$ cat src/rtl/rom_download_ctrl_pkg.sv
// Shared types and default region map for the HPS ROM download controller.
// Region map matches the arcade image layout: CPU ROM, gfx ROM, colour PROM, sound PROM.
package dl_pkg;

    typedef enum logic [1:0] {
        IDLE = 2'd0,
        LOAD = 2'd1,
        HOLD = 2'd2,
        RUN  = 2'd3
    } dl_state_t;

    typedef logic [1:0] region_idx_t;

    localparam logic [15:0] DEF_R1_BASE       = 16'h4000;
    localparam logic [15:0] DEF_R2_BASE       = 16'h6000;
    localparam logic [15:0] DEF_R3_BASE       = 16'h6100;
    localparam logic [16:0] DEF_EXPECTED_SIZE = 17'h06200;
    localparam int          DEF_HOLD_CYCLES   = 1024;

    localparam logic [16:0] BYTE_CNT_MAX      = 17'h1FFFF;

    function automatic logic [3:0] region_onehot(input region_idx_t idx);
        region_onehot = 4'b0001 << idx;
    endfunction

endpackage

$ cat src/rtl/rom_download_ctrl_if.sv
// ioctl byte stream from hps_io plus the registered dn_* load port towards the core.
// No flow control: ioctl_wr is a one-cycle strobe, dn_wr a one-cycle pulse.
interface rom_download_ctrl_if;

    logic        ioctl_download;
    logic        ioctl_wr;
    logic [24:0] ioctl_addr;
    logic [7:0]  ioctl_dout;

    logic        dn_wr;
    logic [15:0] dn_addr;
    logic [7:0]  dn_data;
    logic [3:0]  dn_cs;

    modport master (
        output ioctl_download,
        output ioctl_wr,
        output ioctl_addr,
        output ioctl_dout,
        input  dn_wr,
        input  dn_addr,
        input  dn_data,
        input  dn_cs
    );

    modport slave (
        input  ioctl_download,
        input  ioctl_wr,
        input  ioctl_addr,
        input  ioctl_dout,
        output dn_wr,
        output dn_addr,
        output dn_data,
        output dn_cs
    );

endinterface

$ cat src/rtl/rom_download_ctrl_region_dec.sv
// Combinational image address -> one-hot region select, region-local address, overflow.
// Zero latency; no backpressure.
module rom_region_dec
    import dl_pkg::*;
#(
    parameter logic [15:0] R1_BASE       = DEF_R1_BASE,
    parameter logic [15:0] R2_BASE       = DEF_R2_BASE,
    parameter logic [15:0] R3_BASE       = DEF_R3_BASE,
    parameter logic [16:0] EXPECTED_SIZE = DEF_EXPECTED_SIZE
) (
    input  logic [24:0] i_addr,
    output logic [3:0]  o_cs,
    output logic [15:0] o_local_addr,
    output logic        o_overflow
);

    region_idx_t w_idx;
    logic [15:0] w_base;

    always_comb begin
        w_idx      = 2'd0;
        w_base     = 16'h0000;
        o_overflow = 1'b0;
        if (i_addr < {9'd0, R1_BASE}) begin
            w_idx  = 2'd0;
            w_base = 16'h0000;
        end else if (i_addr < {9'd0, R2_BASE}) begin
            w_idx  = 2'd1;
            w_base = R1_BASE;
        end else if (i_addr < {9'd0, R3_BASE}) begin
            w_idx  = 2'd2;
            w_base = R2_BASE;
        end else if (i_addr < {8'd0, EXPECTED_SIZE}) begin
            w_idx  = 2'd3;
            w_base = R3_BASE;
        end else begin
            o_overflow = 1'b1;
        end
    end

    // Every base lies below 64K, so the low 16 bits carry the full region offset.
    assign o_local_addr = i_addr[15:0] - w_base;
    assign o_cs         = o_overflow ? 4'b0000 : region_onehot(w_idx);

endmodule

$ cat src/rtl/rom_download_ctrl.sv
// Routes HPS ROM download bytes into the core's ROM regions and holds the core in reset until a good image settles.
// Latency: 1 cycle ioctl_wr -> dn_wr; no backpressure, strobes outside LOAD are dropped.
module rom_download_ctrl
    import dl_pkg::*;
#(
    parameter logic [15:0] R1_BASE       = DEF_R1_BASE,
    parameter logic [15:0] R2_BASE       = DEF_R2_BASE,
    parameter logic [15:0] R3_BASE       = DEF_R3_BASE,
    parameter logic [16:0] EXPECTED_SIZE = DEF_EXPECTED_SIZE,
    parameter int          HOLD_CYCLES   = DEF_HOLD_CYCLES
) (
    input  logic               clk_sys,
    input  logic               reset,
    rom_download_ctrl_if.slave bus,
    output logic               core_reset,
    output logic               rom_ready,
    output logic               load_err,
    output logic [16:0]        byte_count
);

    localparam int          HW        = (HOLD_CYCLES > 1) ? $clog2(HOLD_CYCLES) : 1;
    localparam logic [HW-1:0] HOLD_LAST = HW'(HOLD_CYCLES - 1);

    dl_state_t   r_state;
    dl_state_t   w_state_nxt;
    logic [HW-1:0] r_hold_cnt;
    logic [16:0] r_byte_cnt;
    logic        r_ovf;
    logic        r_load_err;
    logic        r_core_reset;

    logic        r_dn_wr;
    logic [15:0] r_dn_addr;
    logic [7:0]  r_dn_data;
    logic [3:0]  r_dn_cs;

    logic [3:0]  w_cs;
    logic [15:0] w_local_addr;
    logic        w_addr_ovf;
    logic        w_wr_acc;
    logic        w_start;
    logic        w_end;
    logic        w_load_ok;
    logic        w_hold_done;

    rom_region_dec #(
        .R1_BASE       (R1_BASE),
        .R2_BASE       (R2_BASE),
        .R3_BASE       (R3_BASE),
        .EXPECTED_SIZE (EXPECTED_SIZE)
    ) u_dec (
        .i_addr       (bus.ioctl_addr),
        .o_cs         (w_cs),
        .o_local_addr (w_local_addr),
        .o_overflow   (w_addr_ovf)
    );

    assign w_wr_acc    = (r_state == LOAD) && bus.ioctl_download && bus.ioctl_wr;
    assign w_load_ok   = (r_byte_cnt >= EXPECTED_SIZE) && !r_ovf;
    assign w_hold_done = (r_hold_cnt == HOLD_LAST);

    always_comb begin
        w_state_nxt = r_state;
        w_start     = 1'b0;
        w_end       = 1'b0;
        case (r_state)
            IDLE: begin
                if (bus.ioctl_download) begin
                    w_state_nxt = LOAD;
                    w_start     = 1'b1;
                end
            end
            LOAD: begin
                if (!bus.ioctl_download) begin
                    w_end       = 1'b1;
                    w_state_nxt = w_load_ok ? HOLD : IDLE;
                end
            end
            HOLD: begin
                // A new download beats the terminal count.
                if (bus.ioctl_download) begin
                    w_state_nxt = LOAD;
                    w_start     = 1'b1;
                end else if (w_hold_done) begin
                    w_state_nxt = RUN;
                end
            end
            RUN: begin
                if (bus.ioctl_download) begin
                    w_state_nxt = LOAD;
                    w_start     = 1'b1;
                end
            end
            default: w_state_nxt = IDLE;
        endcase
    end

    always_ff @(posedge clk_sys) begin
        if (reset) begin
            r_state      <= IDLE;
            r_core_reset <= 1'b1;
            r_hold_cnt   <= '0;
        end else begin
            r_state      <= w_state_nxt;
            r_core_reset <= (w_state_nxt != RUN);
            if ((r_state == HOLD) && (w_state_nxt == HOLD)) begin
                r_hold_cnt <= r_hold_cnt + HW'(1);
            end else begin
                r_hold_cnt <= '0;
            end
        end
    end

    always_ff @(posedge clk_sys) begin
        if (reset) begin
            r_byte_cnt <= 17'd0;
            r_ovf      <= 1'b0;
            r_load_err <= 1'b0;
        end else begin
            if (w_start) begin
                r_byte_cnt <= 17'd0;
                r_ovf      <= 1'b0;
                r_load_err <= 1'b0;
            end else if (w_wr_acc) begin
                if (w_addr_ovf) begin
                    r_ovf <= 1'b1;
                end else if (r_byte_cnt != BYTE_CNT_MAX) begin
                    r_byte_cnt <= r_byte_cnt + 17'd1;
                end
            end
            if (w_end && !w_load_ok) begin
                r_load_err <= 1'b1;
            end
        end
    end

    always_ff @(posedge clk_sys) begin
        if (reset) begin
            r_dn_wr   <= 1'b0;
            r_dn_addr <= 16'h0000;
            r_dn_data <= 8'h00;
            r_dn_cs   <= 4'b0000;
        end else begin
            r_dn_wr <= w_wr_acc && !w_addr_ovf;
            if (w_wr_acc && !w_addr_ovf) begin
                r_dn_addr <= w_local_addr;
                r_dn_data <= bus.ioctl_dout;
                r_dn_cs   <= w_cs;
            end
        end
    end

    assign bus.dn_wr   = r_dn_wr;
    assign bus.dn_addr = r_dn_addr;
    assign bus.dn_data = r_dn_data;
    assign bus.dn_cs   = r_dn_cs;

    // Combinational so the image is withdrawn in the very cycle a new download opens.
    assign rom_ready  = (r_state == RUN) && !bus.ioctl_download;
    assign core_reset = r_core_reset;
    assign load_err   = r_load_err;
    assign byte_count = r_byte_cnt;

endmodule

$ cat src/flat_wrapper.sv
// flat-port wrapper written by rule: the top's interface ports become plain ports
module rom_download_ctrl_flat import dl_pkg::*;
#(
    parameter logic [15:0] R1_BASE       = DEF_R1_BASE,
    parameter logic [15:0] R2_BASE       = DEF_R2_BASE,
    parameter logic [15:0] R3_BASE       = DEF_R3_BASE,
    parameter logic [16:0] EXPECTED_SIZE = DEF_EXPECTED_SIZE,
    parameter int          HOLD_CYCLES   = DEF_HOLD_CYCLES
)
  (clk_sys, reset, core_reset, rom_ready, load_err, byte_count, bus_ioctl_download, bus_ioctl_wr, bus_ioctl_addr, bus_ioctl_dout, bus_dn_wr, bus_dn_addr, bus_dn_data, bus_dn_cs);
  rom_download_ctrl_if bus_i ();
  input  logic clk_sys;
  input  logic reset;
  output logic core_reset;
  output logic rom_ready;
  output logic load_err;
  output logic [16:0] byte_count;
  input wire logic [$bits(bus_i.ioctl_download)-1:0] bus_ioctl_download;
  input wire logic [$bits(bus_i.ioctl_wr)-1:0] bus_ioctl_wr;
  input wire logic [$bits(bus_i.ioctl_addr)-1:0] bus_ioctl_addr;
  input wire logic [$bits(bus_i.ioctl_dout)-1:0] bus_ioctl_dout;
  output wire logic [$bits(bus_i.dn_wr)-1:0] bus_dn_wr;
  output wire logic [$bits(bus_i.dn_addr)-1:0] bus_dn_addr;
  output wire logic [$bits(bus_i.dn_data)-1:0] bus_dn_data;
  output wire logic [$bits(bus_i.dn_cs)-1:0] bus_dn_cs;
  assign bus_i.ioctl_download = bus_ioctl_download;
  assign bus_i.ioctl_wr = bus_ioctl_wr;
  assign bus_i.ioctl_addr = bus_ioctl_addr;
  assign bus_i.ioctl_dout = bus_ioctl_dout;
  assign bus_dn_wr = bus_i.dn_wr;
  assign bus_dn_addr = bus_i.dn_addr;
  assign bus_dn_data = bus_i.dn_data;
  assign bus_dn_cs = bus_i.dn_cs;
  rom_download_ctrl #(.R1_BASE(R1_BASE), .R2_BASE(R2_BASE), .R3_BASE(R3_BASE), .EXPECTED_SIZE(EXPECTED_SIZE), .HOLD_CYCLES(HOLD_CYCLES)) u_core (.clk_sys(clk_sys), .reset(reset), .bus(bus_i), .core_reset(core_reset), .rom_ready(rom_ready), .load_err(load_err), .byte_count(byte_count));
endmodule
$ cat config.mk
export PLATFORM = sky130hd
export DESIGN_NAME = rom_download_ctrl_flat
export DESIGN_NICKNAME = d
export VERILOG_FILES = /design/src/rtl/rom_download_ctrl_pkg.sv /design/src/rtl/rom_download_ctrl_if.sv /design/src/rtl/rom_download_ctrl_region_dec.sv /design/src/rtl/rom_download_ctrl.sv /design/src/flat_wrapper.sv
export SDC_FILE = /design/constraint.sdc
export NUM_CORES = 1
export LEC_CHECK = 0
export CELL_PAD_IN_SITES_DETAIL_PLACEMENT = 1
export CELL_PAD_IN_SITES_GLOBAL_PLACEMENT = 2
export CORE_ASPECT_RATIO = 0.5
export CORE_MARGIN = 4
export CORE_UTILIZATION = 29
export DETAILED_ROUTE_END_ITERATION = 12
export PLACE_DENSITY_LB_ADDON = 0.1
export SETUP_SLACK_MARGIN = 0.4
export SLEW_MARGIN = 30
export SYNTH_ARGS = -nofsm -noshare
export SYNTH_HDL_FRONTEND = slang
export SYNTH_HIERARCHICAL = 1
export SYNTH_SLANG_ARGS = --single-unit
$ cat constraint.sdc
create_clock -name clk_sys -period 5.3 [get_ports clk_sys]
set_input_delay 1.06 -clock clk_sys [delete_from_list [all_inputs] [get_ports clk_sys]]
set_output_delay 1.06 -clock clk_sys [all_outputs]
set_load 0.01 [all_outputs]
## After elaboration in Yosys (flattened, before gate mapping)

Index checks and enable logic that the tools add are counted.

- Bits of input ports: 37
- Word-level logic and storage cells: 72
- Output and inout bits: 49
- Register bits after elaboration: 61

- Shift-type cells: 1
- $add $sub $neg: 3
- Equality and inequality tests: 7
- Magnitude comparators: 5
- Muxes and demuxes: 25
- Bitwise gates (word level): 2
- Reduce and logical (&&, ||, !) cells: 19

Operators by type and width:

| operator | count |
|---|---|
| $lt A25 B15 Y1 const B | 4 |
| $mux W15 | 4 |
| $mux W2 | 9 |
| $add A17 B1 Y17 const B | 1 |
| $ge A17 B15 Y1 const B | 1 |
| $ne A17 B17 Y1 const B | 1 |
| $sub A16 B16 Y16 | 1 |
| $add A10 B1 Y10 const B | 1 |
| $eq A10 B10 Y1 const B | 1 |
| $mux W1 | 10 |
| $logic_and A1 B1 Y1 | 7 |
| $eq A2 B2 Y1 const B | 3 |
| $pmux W2 S3 | 1 |
| $reduce_or A2 Y1 | 3 |
| $logic_not A1 Y1 | 4 |
| $mux W4 | 1 |
| $shl A1 B2 Y4 const A | 1 |
| $reduce_and A3 Y1 | 1 |
| $reduce_or A3 Y1 | 1 |
| $eq A2 B1 Y1 const B | 1 |
| $logic_not A2 Y1 | 1 |
| $ne A2 B2 Y1 const B | 1 |
| $not A1 Y1 | 2 |
| $reduce_and A2 Y1 | 1 |
| $reduce_bool A2 Y1 | 1 |

## Depth between registers and ports, before layout

Gate-level depths: netlist of run 1.

- Depth after elaboration: 9
- Gate-level depth with buffers: 11

## Cells and area by module

Netlist of run 1, hierarchy kept.

Modules (own cells, without submodules):

| module | area each (um2) | times used | cells an instance | seq. area each (um2) |
|---|---|---|---|---|
| rom_download_ctrl | 2502.4 | 1 | 297 | 1221.2 |
| rom_region_dec | 385.4 | 1 | 51 | 0.0 |

## Worst setup path before layout of run 1

OpenSTA, ideal clock, no wires.

- Path kind: input to register
- Start point: input port bus_ioctl_addr[21]
- End point: register u_core.r_dn_addr[14], in the netlist u_core/bus.dn_addr[14]
- Setup time: 0.070 ns
- Path slack: 2.377 ns
- Stages on the path: 10
- Path buffers: 0
- Arrival: 2.852 ns
- Cells stage by stage: or4b_4 > nor3_4 > and4_1 > ha_1 > ha_1 > nand3b_1 > a21oi_1 > xnor2_1 > nand2_1 > a21oi_1

- Elaborated cells on any way between the ends: 15
- Those cells by class: add/sub (1); order compare (4); mux (8); reduce/logical (2)

RTL lines:

| item | RTL line | text |
|---|---|---|
| start: declaration | flat_wrapper.sv:20 | `input wire logic [$bits(bus_i.ioctl_addr)-1:0] bus_ioctl_addr;` |
| $lt A25 B15 Y1 | rom_download_ctrl_region_dec.sv:33 | `end else if (i_addr < {8'd0, EXPECTED_SIZE}) begin` |
| $mux W15 | rom_download_ctrl_region_dec.sv:33 |  |
| $mux W15 | rom_download_ctrl_region_dec.sv:30 | `end else if (i_addr < {9'd0, R3_BASE}) begin` |
| $mux W15 | rom_download_ctrl_region_dec.sv:27 | `end else if (i_addr < {9'd0, R2_BASE}) begin` |
| $mux W15 (*) | rom_download_ctrl_region_dec.sv:24 | `if (i_addr < {9'd0, R1_BASE}) begin` |
| $sub A16 B16 Y16 (*) | rom_download_ctrl_region_dec.sv:42 | `assign o_local_addr = i_addr[15:0] - w_base;` |
| named net u_core.w_local_addr[14] | rom_download_ctrl.sv:38 | `logic [15:0] w_local_addr;` |
| end signal: assignment | rom_download_ctrl.sv:146 | `r_dn_addr <= w_local_addr;` |
| end: declaration | rom_download_ctrl.sv:33 | `logic [15:0] r_dn_addr;` |

Mark *: on every way through the listed nets, which the timed path passes. The rest lies on a longest branch.
A chain may end at the register's enable or synchronous reset.

## Worst setup path in the final report of run 1

- Start point: input port bus_ioctl_addr[11]
- End point: register u_core.r_byte_cnt[6], in the netlist u_core/byte_count[6]

- Cells in the longest elaborated chain, start to end: 7
- Elaborated cells on any way between the ends: 10
- Those cells by class: order compare (4); mux (4); bitwise (1); reduce/logical (1)

Ends and longest elaborated chain:

| item | RTL line | text |
|---|---|---|
| $lt A25 B15 Y1 | rom_download_ctrl_region_dec.sv:33 |  |
| $mux W1 | rom_download_ctrl_region_dec.sv:33 |  |
| $mux W1 | rom_download_ctrl_region_dec.sv:30 |  |
| $mux W1 | rom_download_ctrl_region_dec.sv:27 |  |
| $mux W1 (*) | rom_download_ctrl_region_dec.sv:24 |  |
| named net u_core.w_addr_ovf | rom_download_ctrl.sv:39 | `logic w_addr_ovf;` |
| $not A1 Y1 (no line) (*) | n/a |  |
| $reduce_and A3 Y1 (no line) (*) | n/a |  |
| end signal: assignment | rom_download_ctrl.sv:128 | `r_byte_cnt <= r_byte_cnt + 17'd1;` |
| end: declaration | rom_download_ctrl.sv:27 | `logic [16:0] r_byte_cnt;` |

Marks and branches as above.

==> results of run 1 <==
worst register-to-register path: stages (launching register included):
cell     delay, ns
dfxtp_1       0.35
and4_1        0.25
and4_1        0.29
and3_1        0.18
ha_1          0.25
nor3_2        0.49
nand4_1       0.19
xor2_1        0.17
nor2_1        0.06
layout by cell type, fill, tap and decap left out, types with 9 or more instances in the layout:
master / instances
inv_1: 11
dfxtp_1: 61
nand3_1: 12
clkdlybuf4s50_1: 85
clkbuf_16: 9
xnor2_1: 9
ha_1: 13
nand2_1: 73
nor2_1: 38
xor2_1: 19
a21oi_1: 32
cell type report:
type,count,area (sq um),share of cell area [%]
sequential,61,1220,29.5
clock buffer,12,256,6.19
clock inverter,4,70.1,1.69
multi-input combinational,255,1520,36.6
tap,135,169,4.08
inverter,11,41.3,0.997
timing repair buffer,87,866,20.9
stage by stage:
| stage | hold slack [ns] | instances | utilization (%) | power, mW |
|---|---|---|---|---|
| final | 0.448 | 565 | 43.3 | 1.17 |
| after CTS | 0.450 | 565 | 43.3 | 1.20 |
| after global routing | 0.468 | 565 | 43.3 | 1.22 |
| after floorplan | 0.413 | 348 | - | 0.509 |
| after global placement | 0.424 | 549 | 39.8 | 0.544 |
| after detailed placement | 0.437 | 549 | 39.9 | 0.546 |
sequential cells by signal, indices dropped and copies added, names as in the netlist:
| register | count |
|---|---|
| u_core/bus.dn_data | 8 |
| u_core/bus.dn_cs | 4 |
| u_core/r_state | 2 |
| u_core/bus.dn_wr | 1 |
| u_core/core_reset | 1 |
| u_core/load_err | 1 |
| u_core/bus.dn_addr | 16 |
| u_core/r_ovf | 1 |
| u_core/byte_count | 17 |
| u_core/r_hold_cnt | 10 |
kinds of logic (layout without fill, tap and decap cells):
| group | after synthesis | in the layout | share of synthesized area [%] |
|---|---|---|---|
| XOR/XNOR | 28 | 28 | 8.49 |
| AND/OR/NAND/NOR | 163 | 163 | 27.9 |
| flip-flops | 61 | 61 | 42.3 |
| buffers and inverters | 32 | 114 | 5.33 |
| AO/OA/AOI/OAI | 51 | 51 | 10.3 |
| adder cells (fa/ha/maj) | 13 | 13 | 5.63 |
worst max path at each step:
stage / start / endpoint / slack, ns / depth (start not counted)
after floorplan: bus_ioctl_addr[21] / u_core/bus.dn_addr[14]$_SDFFE_PP0P_ / 2.38 / 10
after CTS: bus_ioctl_addr[11] / u_core/byte_count[5]$_SDFFE_PP0P_ / 1.66 / 9
after global routing: bus_ioctl_addr[11] / u_core/byte_count[11]$_SDFFE_PP0P_ / 1.39 / 9
final: bus_ioctl_addr[11] / u_core/byte_count[6]$_SDFFE_PP0P_ / 1.65 / 9
after detailed placement: bus_ioctl_addr[11] / u_core/byte_count[6]$_SDFFE_PP0P_ / 1.31 / 9
after global placement: bus_ioctl_addr[11] / u_core/byte_count[9]$_SDFFE_PP0P_ / 1.37 / 9
layer usage:
| layer | vias up | track usage [%] |
|---|---|---|
| met5 | - | 0 |
| li1 | 1315 | - |
| met4 | 0 | 3.56 |
| met3 | 8 | 5.88 |
| met2 | 51 | 24.1 |
| met1 | 1237 | 16.8 |
where the power goes:
group          total (mW)  switching [mW]  internal [mW]
Clock               0.637           0.202          0.435
Sequential          0.464         0.00300          0.461
Combinational      0.0724          0.0347         0.0377
==> run metrics, run 1 <==
Setup Crit Path Kind=in -> reg; Worst setup SP type=input pin; Rel. slew slack=around 55%; Area Overhead vs Synth=43.4%; length of routed met3 wiring=a little over 400 microns; Min-Delay Path Depth=1; worst clock skew=between 0.005 and 0.006 ns; final slew viol count=0; root buf cell=clkbuf_16; Starting Density=between 30% and 40%; initial antenna violation count=0; PortBufs=85; std cell rows=25; synthesis warning total=6; CP bufs+invs=1; family with the most delay on the worst path=simple AND/OR/NAND/NOR gates; final hold vios=0; Worst R2R Start=u_core/byte_count[5]$_SDFFE_PP0P_; H-Tree Depth=3; TritonCTS buffer count=9; drc violations=0; Worst Path Required=5.49 ns; f_max=~0.27 GHz; Core ar.=about 9600 sq um; Die Width=149 microns; Syn Nets=roughly 400; run status=finished clean; Leakage=1.46 nW; number of diodes=0; drt initial violations=74; top cells by count, synth=nand2_1 (73), dfxtp_1 (61), nor2_1 (38); Post-synth EDFFs=0; Seq cells post-synth=61; Overflow after GRT=0; count leader, synth=nand2_1; crit end category=flop; insertion delay to the later sink of the worst-skew pair=roughly 0.33 ns; Worst Hold Class=reg -> reg; Die ar.=roughly 12,000 sq um; setup_tns=0 ns; Slowest cell on crit path=nor3_2; dpl cell area=around 3800 sq um; TritonRoute pass-1 iters=4; Max Used Layer=met4; num ports=86; leading post-synthesis cells by cell area=dfxtp_1 (42%), nand2_1 (9.5%), xor2_1 (5.8%); post-DP HPWL=a little under 6 mm; first-pass GRT wire length=13.2 mm; largest net degree at the start of global routing=35; WL per Instance=around 14 microns; Place WS=1.31 ns; post-CTS setup buffer count=0; reg2reg end=u_core/byte_count[6]$_SDFFE_PP0P_; final wirelength=8.12 mm; max-cap violations=0; largest area contributor in the netlist=dfxtp_1; Die H=about 79 microns; met2 wire len=approximately 3.8 mm; crit-path cells=clkdlybuf4s50_1, nor4_4, and2b_1, a21o_1, nand4b_2, nor3_2, nand4_1, xor2_1, nor2_1; fill count=between 1,000 and 1,500; max incr delay on CP=between 0.5 and 0.6 ns; Min-Delay Endpoint=u_core/r_hold_cnt[0]$_SDFF_PP0_; vias per cell=about 4.6; post-route cell area=~4100 sq um; final setup vio count=0; Routed Antenna Nets=0; crit-path max FO=12; Reg2Reg Setup Slack=approximately 2.9 ns; layout cells sized above 1=a little over 7%; ys flop type=dfxtp_1; clk slew on worst S/H paths=around 0.050 ns; fin nets=approximately 480; Mapped Avg Cell Area=roughly 8.3 sq um; Post-synth ARST share=0%; Unique masters post-synth=43; fin crit period=approximately 3.7 ns; RSZ-0062 raised after global routing=false; top cell type's share of synthesized area=between 40% and 50%; Period Utilization, post-route=68.9%; Worst Tran Pin Value=about 0.68 ns; GRT Overall Usage=14.2%; Syn Inst Count=approximately 350; routability-driven placement congestion ratio=0.771; post-CTS resize count=0; R2R cell count=8; clock sinks=61; min-delay src=u_core/r_hold_cnt[0]$_SDFF_PP0_; CTS tree=done; via count=between 2,000 and 3,000; Mapped Area=between 2000 and 3000 sq um; Arr. time, crit path=3.85 ns; VDD IR max=about 160 uV; Clock Path Buffers=2; CTS Hold Buffers Added=0; Cell Pwr Density=about 280 nW/um^2; Final Worst Setup Slack=1.65 ns; met1 wire length=3.79 mm; vias in the first global route=between 2,000 and 3,000; register area share after synthesis=a little over two fifths
(Power assumes the default switching activity.)
==> run 2, diff against run 1 <==
Settings changed: CORE_UTILIZATION 29 to 27.
Clock period 5.3 ns to 3.7 ns, I/O delays scaled along.
==> run 2 against run 1 <==
Compared with the run above:
- cell count increased by 1.2%
- critical path type unchanged
- hold slack got worse by 0.0068 ns
- combinational power increased by 44%
- setup slack got worse by 1.1 ns
- first-iteration DRC count increased by 65%
- clock power increased by 22%
- sequential cell count unchanged
- clock skew increased by 0.0029 ns
- die area increased by 6.8%
- sequential share of layout area increased by 0.18 points
- core utilization decreased by 3.4 points
- cell area decreased by 0.60%
==> run metrics, run 2 (synthesized netlist as in run 1, its figures left out) <==
run status=finished clean; commonest cells after routing, fill and taps aside=clkdlybuf4s50_1 (85), nand2_1 (73), dfxtp_1 (61); Starting Density=between 20 and 30%; Worst R2R Start=u_core/byte_count[4]$_SDFFE_PP0P_; crit-path max FO=6; Slowest cell on crit path=clkdlybuf4s50_1; Worst setup SP type=input pin; most common cell after layout, fill and taps aside=clkdlybuf4s50_1; GRT Overall Usage=13.5%; TritonRoute pass-1 iters=4; setup_tns=0 ns; Routed Antenna Nets=0; insertion delay to the later sink of the worst-skew pair=between 0.3 and 0.4 ns; H-Tree Depth=3; Die ar.=about 13,000 sq um; RSZ-0062 raised after global routing=true; via count=between 2,000 and 3,000; Min-Delay Endpoint=u_core/r_hold_cnt[0]$_SDFF_PP0_; Clock Path Buffers=2; max FFs per register=17; largest net degree at the start of global routing=30; CTS Hold Buffers Added=0; dpl cell area=about 3800 sq um; post-DP HPWL=about 5.9 mm; drt initial violations=around 120; Worst Path Required=~3.9 ns; layout cells sized above 1=between 7 and 8%; root buf cell=clkbuf_16; Reg2Reg Setup Slack=roughly 1.4 ns; final setup vio count=0; f_max=approximately 0.32 GHz; Die Width=approximately 150 microns; post-CTS resize count=0; final slew viol count=0; reg2reg end=u_core/byte_count[14]$_SDFFE_PP0P_; max incr delay on CP=0.49 ns; Setup Crit Path Kind=in -> reg; Worst Tran Pin Value=around 0.66 ns; clk slew on worst S/H paths=about 0.05 ns; routability-driven placement congestion ratio=0.719; WL per Instance=14.1 microns; Min-Delay Path Depth=1; post-CTS setup buffer count=0; min-delay src=u_core/r_hold_cnt[0]$_SDFF_PP0_; Worst Hold Class=reg -> reg; fill count=1,199; PortBufs=85; number of diodes=0; fin nets=477; CTS tree=done; Cell Pwr Density=375 nW/um^2; vias in the first global route=2,788; Die H=81.1 microns; Core ar.=slightly above 10,000 sq um; std cell rows=26; Area Overhead vs Synth=42.5%; num ports=between 80 and 90; Arr. time, crit path=about 3.3 ns; crit end category=flop; crit-path cells=clkdlybuf4s50_1, nor4_4, and2b_1, a21o_1, nand4b_2, nor3_2, nand4_1, xor2_1, nor2_1; first-pass GRT wire length=13.5 mm; TritonCTS buffer count=9; final hold vios=0; final wirelength=slightly above 8 mm; post-route cell area=slightly above 4000 sq um; VDD IR max=roughly 200 uV; R2R cell count=8; clock sinks=61; initial antenna violation count=0; Period Utilization, post-route=between 80% and 90%; vias per cell=4.55; drc violations=0; Leakage=1.44 nW; worst clock skew=a little under 0.009 ns; Overflow after GRT=0; max-cap violations=0; Rel. slew slack=55.8%; fin crit period=around 3.1 ns
[run 2: metal layers]
layer	GRT usage [%]	part of all wire (%)	up-vias
met2	22.6	45	54
met5	0	0	-
li1	-	-	1314
met4	3.96	1.1	0
met1	16.2	48	1224
met3	5.32	5.9	9
[run 2: report_power, final]
part           internal, mW  leakage (nW)  switching, mW
Sequential            0.661         0.491        0.00400
Clock                 0.486         0.138          0.289
Combinational        0.0547         0.815         0.0492
[run 2: how the worst max path moves through the flow]
stage | from | end | cells after the start | slack [ns]
2_1_floorplan | bus_ioctl_addr[21] | u_core/bus.dn_addr[14]$_SDFFE_PP0P_ | 10 | 1.10
3_3_place_gp | bus_ioctl_addr[11] | u_core/byte_count[9]$_SDFFE_PP0P_ | 9 | 0.28
3_5_place_dp | bus_ioctl_addr[11] | u_core/byte_count[13]$_SDFFE_PP0P_ | 9 | 0.14
4_1_cts | bus_ioctl_addr[11] | u_core/byte_count[13]$_SDFFE_PP0P_ | 9 | 0.48
5_1_grt | bus_ioctl_addr[11] | u_core/byte_count[12]$_SDFFE_PP0P_ | 9 | 0.39
6_report | bus_ioctl_addr[11] | u_core/byte_count[14]$_SDFFE_PP0P_ | 9 | 0.57
[run 2: worst max-delay path, delay by kind of cell]
| kind | cells | cell delay (ns) |
|---|---|---|
| xor+xnor | 1 | 0.16 |
| buf+inv | 1 | 0.49 |
| compound gates | 1 | 0.21 |
| simple gates | 6 | 1.69 |
[run 2: metrics by stage]
step | cells | utilization [%] | hold slack (ns) | power [mW] | setup slack, ns
3_5_place_dp | 556 | 37.2 | 0.438 | 0.783 | 0.145
4_1_cts | 572 | 39.9 | 0.450 | 1.58 | 0.481
5_1_grt | 572 | 39.9 | 0.460 | 1.62 | 0.393
2_1_floorplan | 348 | - | 0.413 | 0.729 | 1.10
3_3_place_gp | 556 | 37.2 | 0.427 | 0.781 | 0.285
6_report | 572 | 39.9 | 0.441 | 1.54 | 0.575
[run 2: cell type report]
type                    instances  area, sq um  share of cell area, %
inverters                      11         41.3                   1.00
multi-input cells             255         1520                   36.9
well taps                     140          175                   4.26
repair buffers                 89          881                   21.4
clock inverters                 4         22.5                  0.547
clock buffers                  12          256                   6.23
flip-flops and latches         61         1220                   29.7
